File: src/rtl/uart_sched_pkg.sv
// Shared types and helpers for the UART transmit scheduler: FSM states,
// grant encoding and the handshake timer width.
package uart_sched_pkg;

  typedef enum logic [1:0] {
    IDLE      = 2'd0,
    SEND      = 2'd1,
    WAIT_BUSY = 2'd2,
    WAIT_DONE = 2'd3
  } sched_state_t;

  typedef enum logic {
    GRANT_KEY = 1'b0,
    GRANT_SW  = 1'b1
  } grant_t;

  localparam int BYTE_W = 8;

  function automatic int timer_width(input int busy_wait);
    return $clog2(busy_wait + 1);
  endfunction

endpackage

File: src/rtl/byte_fifo.sv
// Small byte FIFO with extra-MSB pointers; a push into a full FIFO is
// accepted only when the head is popped in the same cycle.
module byte_fifo
  import uart_sched_pkg::*;
#(
  parameter int DEPTH  = 4,
  parameter int DATA_W = BYTE_W
) (
  input  logic              clk,
  input  logic              rst,
  input  logic              push,
  input  logic              pop,
  input  logic [DATA_W-1:0] din,
  output logic              full,
  output logic              empty,
  output logic [DATA_W-1:0] head
);

  localparam int AW = $clog2(DEPTH);

  logic [AW:0]       wr_ptr;
  logic [AW:0]       rd_ptr;
  logic [DATA_W-1:0] mem [DEPTH];
  logic              wr_en;
  logic              rd_en;

  assign full  = (wr_ptr[AW] != rd_ptr[AW]) && (wr_ptr[AW-1:0] == rd_ptr[AW-1:0]);
  assign empty = (wr_ptr == rd_ptr);
  assign wr_en = push && (!full || pop);
  assign rd_en = pop && !empty;
  assign head  = mem[rd_ptr[AW-1:0]];

  always_ff @(posedge clk or posedge rst) begin
    if (rst) begin
      wr_ptr <= '0;
      rd_ptr <= '0;
    end else begin
      if (wr_en) wr_ptr <= wr_ptr + 1'b1;
      if (rd_en) rd_ptr <= rd_ptr + 1'b1;
    end
  end

  // Storage carries no reset; only the pointers define what is valid.
  always_ff @(posedge clk) begin
    if (wr_en) mem[wr_ptr[AW-1:0]] <= din;
  end

endmodule

File: src/rtl/uart_tx_scheduler.sv
// Round-robin scheduler sharing one UART transmitter between the keyboard
// and switch byte sources, one en_send per byte with a tx_busy handshake.
module uart_tx_scheduler
  import uart_sched_pkg::*;
#(
  parameter int DEPTH     = 4,
  parameter int BUSY_WAIT = 16
) (
  input  logic              clk,
  input  logic              rst,
  input  logic [BYTE_W-1:0] key_data,
  input  logic              key_valid,
  input  logic [BYTE_W-1:0] sw_data,
  input  logic              sw_valid,
  input  logic              tx_busy,
  input  logic              clear_drop,
  output logic [BYTE_W-1:0] send_data,
  output logic              en_send,
  output logic              key_drop,
  output logic              sw_drop,
  output logic              busy_timeout
);

  localparam int TIMER_W = timer_width(BUSY_WAIT);

  sched_state_t      state, state_nxt;
  grant_t            last_grant, grant;
  logic [TIMER_W-1:0] timer, timer_nxt;
  logic              do_grant, timeout;
  logic              key_full, key_empty, sw_full, sw_empty;
  logic              key_pop, sw_pop;
  logic [BYTE_W-1:0] key_head, sw_head;

  byte_fifo #(.DEPTH(DEPTH), .DATA_W(BYTE_W)) u_key_fifo (
    .clk   (clk),
    .rst   (rst),
    .push  (key_valid),
    .pop   (key_pop),
    .din   (key_data),
    .full  (key_full),
    .empty (key_empty),
    .head  (key_head)
  );

  byte_fifo #(.DEPTH(DEPTH), .DATA_W(BYTE_W)) u_sw_fifo (
    .clk   (clk),
    .rst   (rst),
    .push  (sw_valid),
    .pop   (sw_pop),
    .din   (sw_data),
    .full  (sw_full),
    .empty (sw_empty),
    .head  (sw_head)
  );

  // A lone non-empty source wins; on a tie the source not served last wins.
  always_comb begin
    grant = GRANT_KEY;
    if (key_empty)
      grant = GRANT_SW;
    else if (!sw_empty && last_grant == GRANT_KEY)
      grant = GRANT_SW;
  end

  assign key_pop = do_grant && (grant == GRANT_KEY);
  assign sw_pop  = do_grant && (grant == GRANT_SW);

  always_comb begin
    state_nxt = state;
    timer_nxt = timer;
    do_grant  = 1'b0;
    timeout   = 1'b0;
    en_send   = 1'b0;
    case (state)
      IDLE: begin
        if (!tx_busy && (!key_empty || !sw_empty)) begin
          do_grant  = 1'b1;
          state_nxt = SEND;
        end
      end
      SEND: begin
        en_send   = 1'b1;
        timer_nxt = TIMER_W'(BUSY_WAIT);
        state_nxt = WAIT_BUSY;
      end
      WAIT_BUSY: begin
        if (tx_busy) begin
          state_nxt = WAIT_DONE;
        end else begin
          timer_nxt = timer - 1'b1;
          if (timer <= TIMER_W'(1)) begin
            timeout   = 1'b1;
            state_nxt = IDLE;
          end
        end
      end
      WAIT_DONE: begin
        if (!tx_busy) state_nxt = IDLE;
      end
      default: state_nxt = IDLE;
    endcase
  end

  // New drop/timeout events take priority over a simultaneous clear.
  always_ff @(posedge clk or posedge rst) begin
    if (rst) begin
      state        <= IDLE;
      timer        <= '0;
      last_grant   <= GRANT_SW;
      send_data    <= '0;
      key_drop     <= 1'b0;
      sw_drop      <= 1'b0;
      busy_timeout <= 1'b0;
    end else begin
      state <= state_nxt;
      timer <= timer_nxt;
      if (do_grant) begin
        last_grant <= grant;
        send_data  <= (grant == GRANT_KEY) ? key_head : sw_head;
      end
      key_drop     <= (key_valid && key_full && !key_pop) || (key_drop && !clear_drop);
      sw_drop      <= (sw_valid && sw_full && !sw_pop) || (sw_drop && !clear_drop);
      busy_timeout <= timeout || (busy_timeout && !clear_drop);
    end
  end

endmodule
File: config.mk
export PLATFORM = sky130hd
export DESIGN_NAME = uart_tx_scheduler
export DESIGN_NICKNAME = d
export VERILOG_FILES = /design/src/rtl/uart_sched_pkg.sv /design/src/rtl/byte_fifo.sv /design/src/rtl/uart_tx_scheduler.sv
export SDC_FILE = /design/constraint.sdc
export NUM_CORES = 1
export LEC_CHECK = 0
export ABC_AREA = 1
export CORE_ASPECT_RATIO = 0.6
export CORE_MARGIN = 2
export CORE_UTILIZATION = 55
export DETAILED_ROUTE_END_ITERATION = 6
export GPL_ROUTABILITY_DRIVEN = 0
export GPL_TIMING_DRIVEN = 0
export HOLD_SLACK_MARGIN = 0.02
export PLACE_DENSITY = 0.74
export SYNTH_ARGS = -nofsm -noshare
export SYNTH_HDL_FRONTEND = slang
export SYNTH_SLANG_ARGS = --single-unit
File: constraint.sdc
create_clock -name clk -period 2.9 [get_ports clk]
set_input_delay 0.87 -clock clk [delete_from_list [all_inputs] [get_ports clk]]
set_output_delay 0.87 -clock clk [all_outputs]
set_load 0.02 [all_outputs]
==> results.toml <==
[synthesis]
syn_avg_cell_area_um2 = 11.1
yosys_register_bits = 95
post-synth-top-area-cell = "edfxtp_1"
synth_edf_count = 64
synth_cell_type_count = 27
top_post_synthesis_cells_by_area = "edfxtp_1 45%, dfrtp_1 18%, nand2_1 5.9%"
synth-warning-count = 0
synth_top_cells_by_count = "67 x nand2_1, 64 x edfxtp_1, 41 x nor2_1"
synthesis.instances = 381
post-synth-top-count-cell = "nand2_1"
synth_fp_nets = 415
asyncSetResetFlopFracSynth_pct = 32.6
synth.cell_area_mm2 = 0.00424
synth_largest_type_area_fraction_pct = 45.3
dominantRegCellSynth = "edfxtp_1"
synth_sequential_area_ratio_pct = 63.6

[sta]
slew_viol_final = 0
fin_clk_skew_ns = 0.00601
fin_setup_tns_ns = 0
relSlewSlack_pct = 20.8
timing.fmax_mhz = 378
final_clock_period_utilization_by_the_worst_path_pct = 91.1
final.min_clock_period_ns = 2.64
hold_slack_ns = 0.492
unrepaired_setup_endpoints_after_global_routing = "no"
report.final.hold_viol_count = 0
timing.final.setup_violations = 0
max_slew.worst_pin.slew_ns = 1.19

[setup_path]
path_cells = "inv_1 > nand2_1 > inv_1 > clkdlybuf4s50_1"
crit_type = "reg -> out"
timing.rr.start = "u_key_fifo.rd_ptr[0]"
timing.critical_path.arrival_ns = 1.77
critical_path_startpoint_category = "register"
cpMaxStageDelayCell = "clkdlybuf4s50_1"
cp_data_required_time_ns = 2.03
crit_top_cell = "inv_1"
timing.critical_path.max_delay_family = "buffers and inverters"
worst-path-max-fanout = 5
endpoint_kind = "primary output"
cp.buffers_inverters = 3
reg_to_reg_slack_setup_ns = 0.67
cp-startpoint = "state[1]"
critPathMaxStageDelay_ns = 0.62

[routing]
detailedRoute.firstIterationViolations = 220
drt-wirelength-per-cell_um = 15.6
routed_via_density = 5.37
dr_total_vias = 2867
first_pass_iters = 4
drtAntennaViolNets = 0
wl_mm = 8.34
remaining_drc_errors = 0

[floorplanning]
initial_core_utilization_pct = 57.7
placement_rows = 24
design.portCount = 34
die_w_um = 117
dieHeight_um = 72.0
design.die.area_mm2 = 0.00846
design.core.area_mm2 = 0.00736

[clock_tree]
cts_root_buffer = "clkbuf_16"
tritoncts = "yes"
cts_made_buffers = 9
ctsHoldBuffers = 0
clk_path_buf_depth = 2
postCtsSetupRepairBufs = 0
cts_max_level = 3
clock_latency_ns = 0.33
cts.reportedPaths.clkPinSlew_ns = 0.07
clkSinkCount = 95
cts_repair_resize_count = 0

[placed_design]
number_of_buffers_added_on_ports = 33
hpwl_mm = 5.98

[power_and_ir_drop]
cellLeakagePower_nw = 2.02
internal-power_mw = 3.40
seq_power_share_pct = 38.0
total_power_mw = 5.45
power.clock.fraction_pct = 23.1
power.net_switching_mw = 2.05
vdd_ir_drop_max_mv = 0.451
p_per_area_mw_per_mm2 = 1080
switching_share_pct = 37.6
power.combinational.fraction_pct = 39.0

[global_routing]
number_of_antenna_violations_at_the_first_check_in_global_routing = 0
grt_first_pass_wirelength_mm = 13.8
grt_pass1_vias = 2792
grt_start_max_net_pins = 32
grt_overflow = 0
grtUsageTotal_pct = 21.3

[layout]
ant_diodes = 0
num-nets-final = 459
finish.utilization_pct = 68.4
post_route_cells_drive_above_1_share_pct = 11.4
layout-area-overhead-vs-synth_pct = 18.6

[status]
status = "completed"

[job]
max-cap-violations = 0

[worst_hold_path]
hp-start = "timer[4]"
hold_path_class = "reg -> reg"
[cell families (layout without fill, tap and decap cells)]
kind of cell,after synthesis,count (layout),share of synthesized area [%]
simple gates,155,155,17.4
flops,95,95,63.6
compound gates,65,65,8.76
buf+inv,50,99,5.84
fa+ha+maj,12,12,3.54
xor+xnor,4,4,0.826
[cell usage in the layout (no fill, tap or decap), types with 4 or more instances in the layout]
cell	instances
edfxtp_1	64
xor2_1	4
o22a_1	4
nand2_1	67
o211ai_1	4
nor2_1	38
clkbuf_16	9
inv_1	35
nand2_2	5
nand3_1	26
o22ai_1	14
clkdlybuf4s50_1	33
ha_1	12
buf_6	6
inv_4	4
o21ai_0	38
dfrtp_1	30
clkbuf_1	6
nor2_2	8
[power groups by stage]
| stage | Combinational, mW | Sequential (mW) | Clock [mW] |
|---|---|---|---|
| floorplan | 1.43 | 2.12 | 0 |
| global placement | 2.03 | 2.08 | 0 |
| detailed placement | 2.09 | 2.10 | 0 |
| CTS | 2.12 | 2.07 | 1.27 |
| global route | 2.38 | 2.12 | 1.33 |
| finish | 2.12 | 2.07 | 1.26 |
[per-stage QoR]
step / instances / cell area, µm² / setup slack, ns
2_1_floorplan: 381 / 4240 / 0.598
3_3_place_gp: 518 / 4700 / -0.223
3_5_place_dp: 518 / 4700 / -0.276
4_1_cts: 534 / 5020 / 0.0600
5_1_grt: 534 / 5030 / 0.131
6_report: 534 / 5030 / 0.257
[area by class of cell]
type	instances	area (µm²)
inverters	40	165
plain buffers	10	82.6
clock buffers	11	233
repair buffers	33	330
clock inverters	5	88.8
multi-input cells	236	1300
well taps	104	130
flip-flops and latches	95	2700
fillers	540	2320
[metal layers]
layer  vias to the layer above  track usage [%]  part of all wire (%)
met5                         -                0                     0
met4                         0             7.36                  0.92
met3                         8             5.42                   6.5
met2                       104             34.0                    45
met1                      1362             29.1                    47
li1                       1393                -                     -
[worst paths after layout]
check,endpoint,depth (start not counted)
setup / recovery,en_send,4
hold / removal,timer[4],2
setup reg to reg,u_sw_fifo.mem[1][3],11
hold reg to reg,timer[4],2
max in group asynchronous,send_data[7],2
min in group asynchronous,u_sw_fifo.wr_ptr[2],2
[flip-flops by register name, summed over array words and instances, names as in the netlist, 3 cells and up]
| name | flops |
|---|---|
| send_data | 8 |
| timer | 5 |
| u_key_fifo.mem | 32 |
| u_key_fifo.rd_ptr | 3 |
| u_key_fifo.wr_ptr | 3 |
| u_sw_fifo.mem | 32 |
| u_sw_fifo.rd_ptr | 3 |
| u_sw_fifo.wr_ptr | 3 |
[tightest hold or removal path, delay by kind of cell (launching register included)]
kind | cells | cell delay (ns)
flops | 1 | 0.34
compound gates | 1 | 0.06
simple gates | 1 | 0.05
No activity file was read; power rests on OpenSTA's default activity.
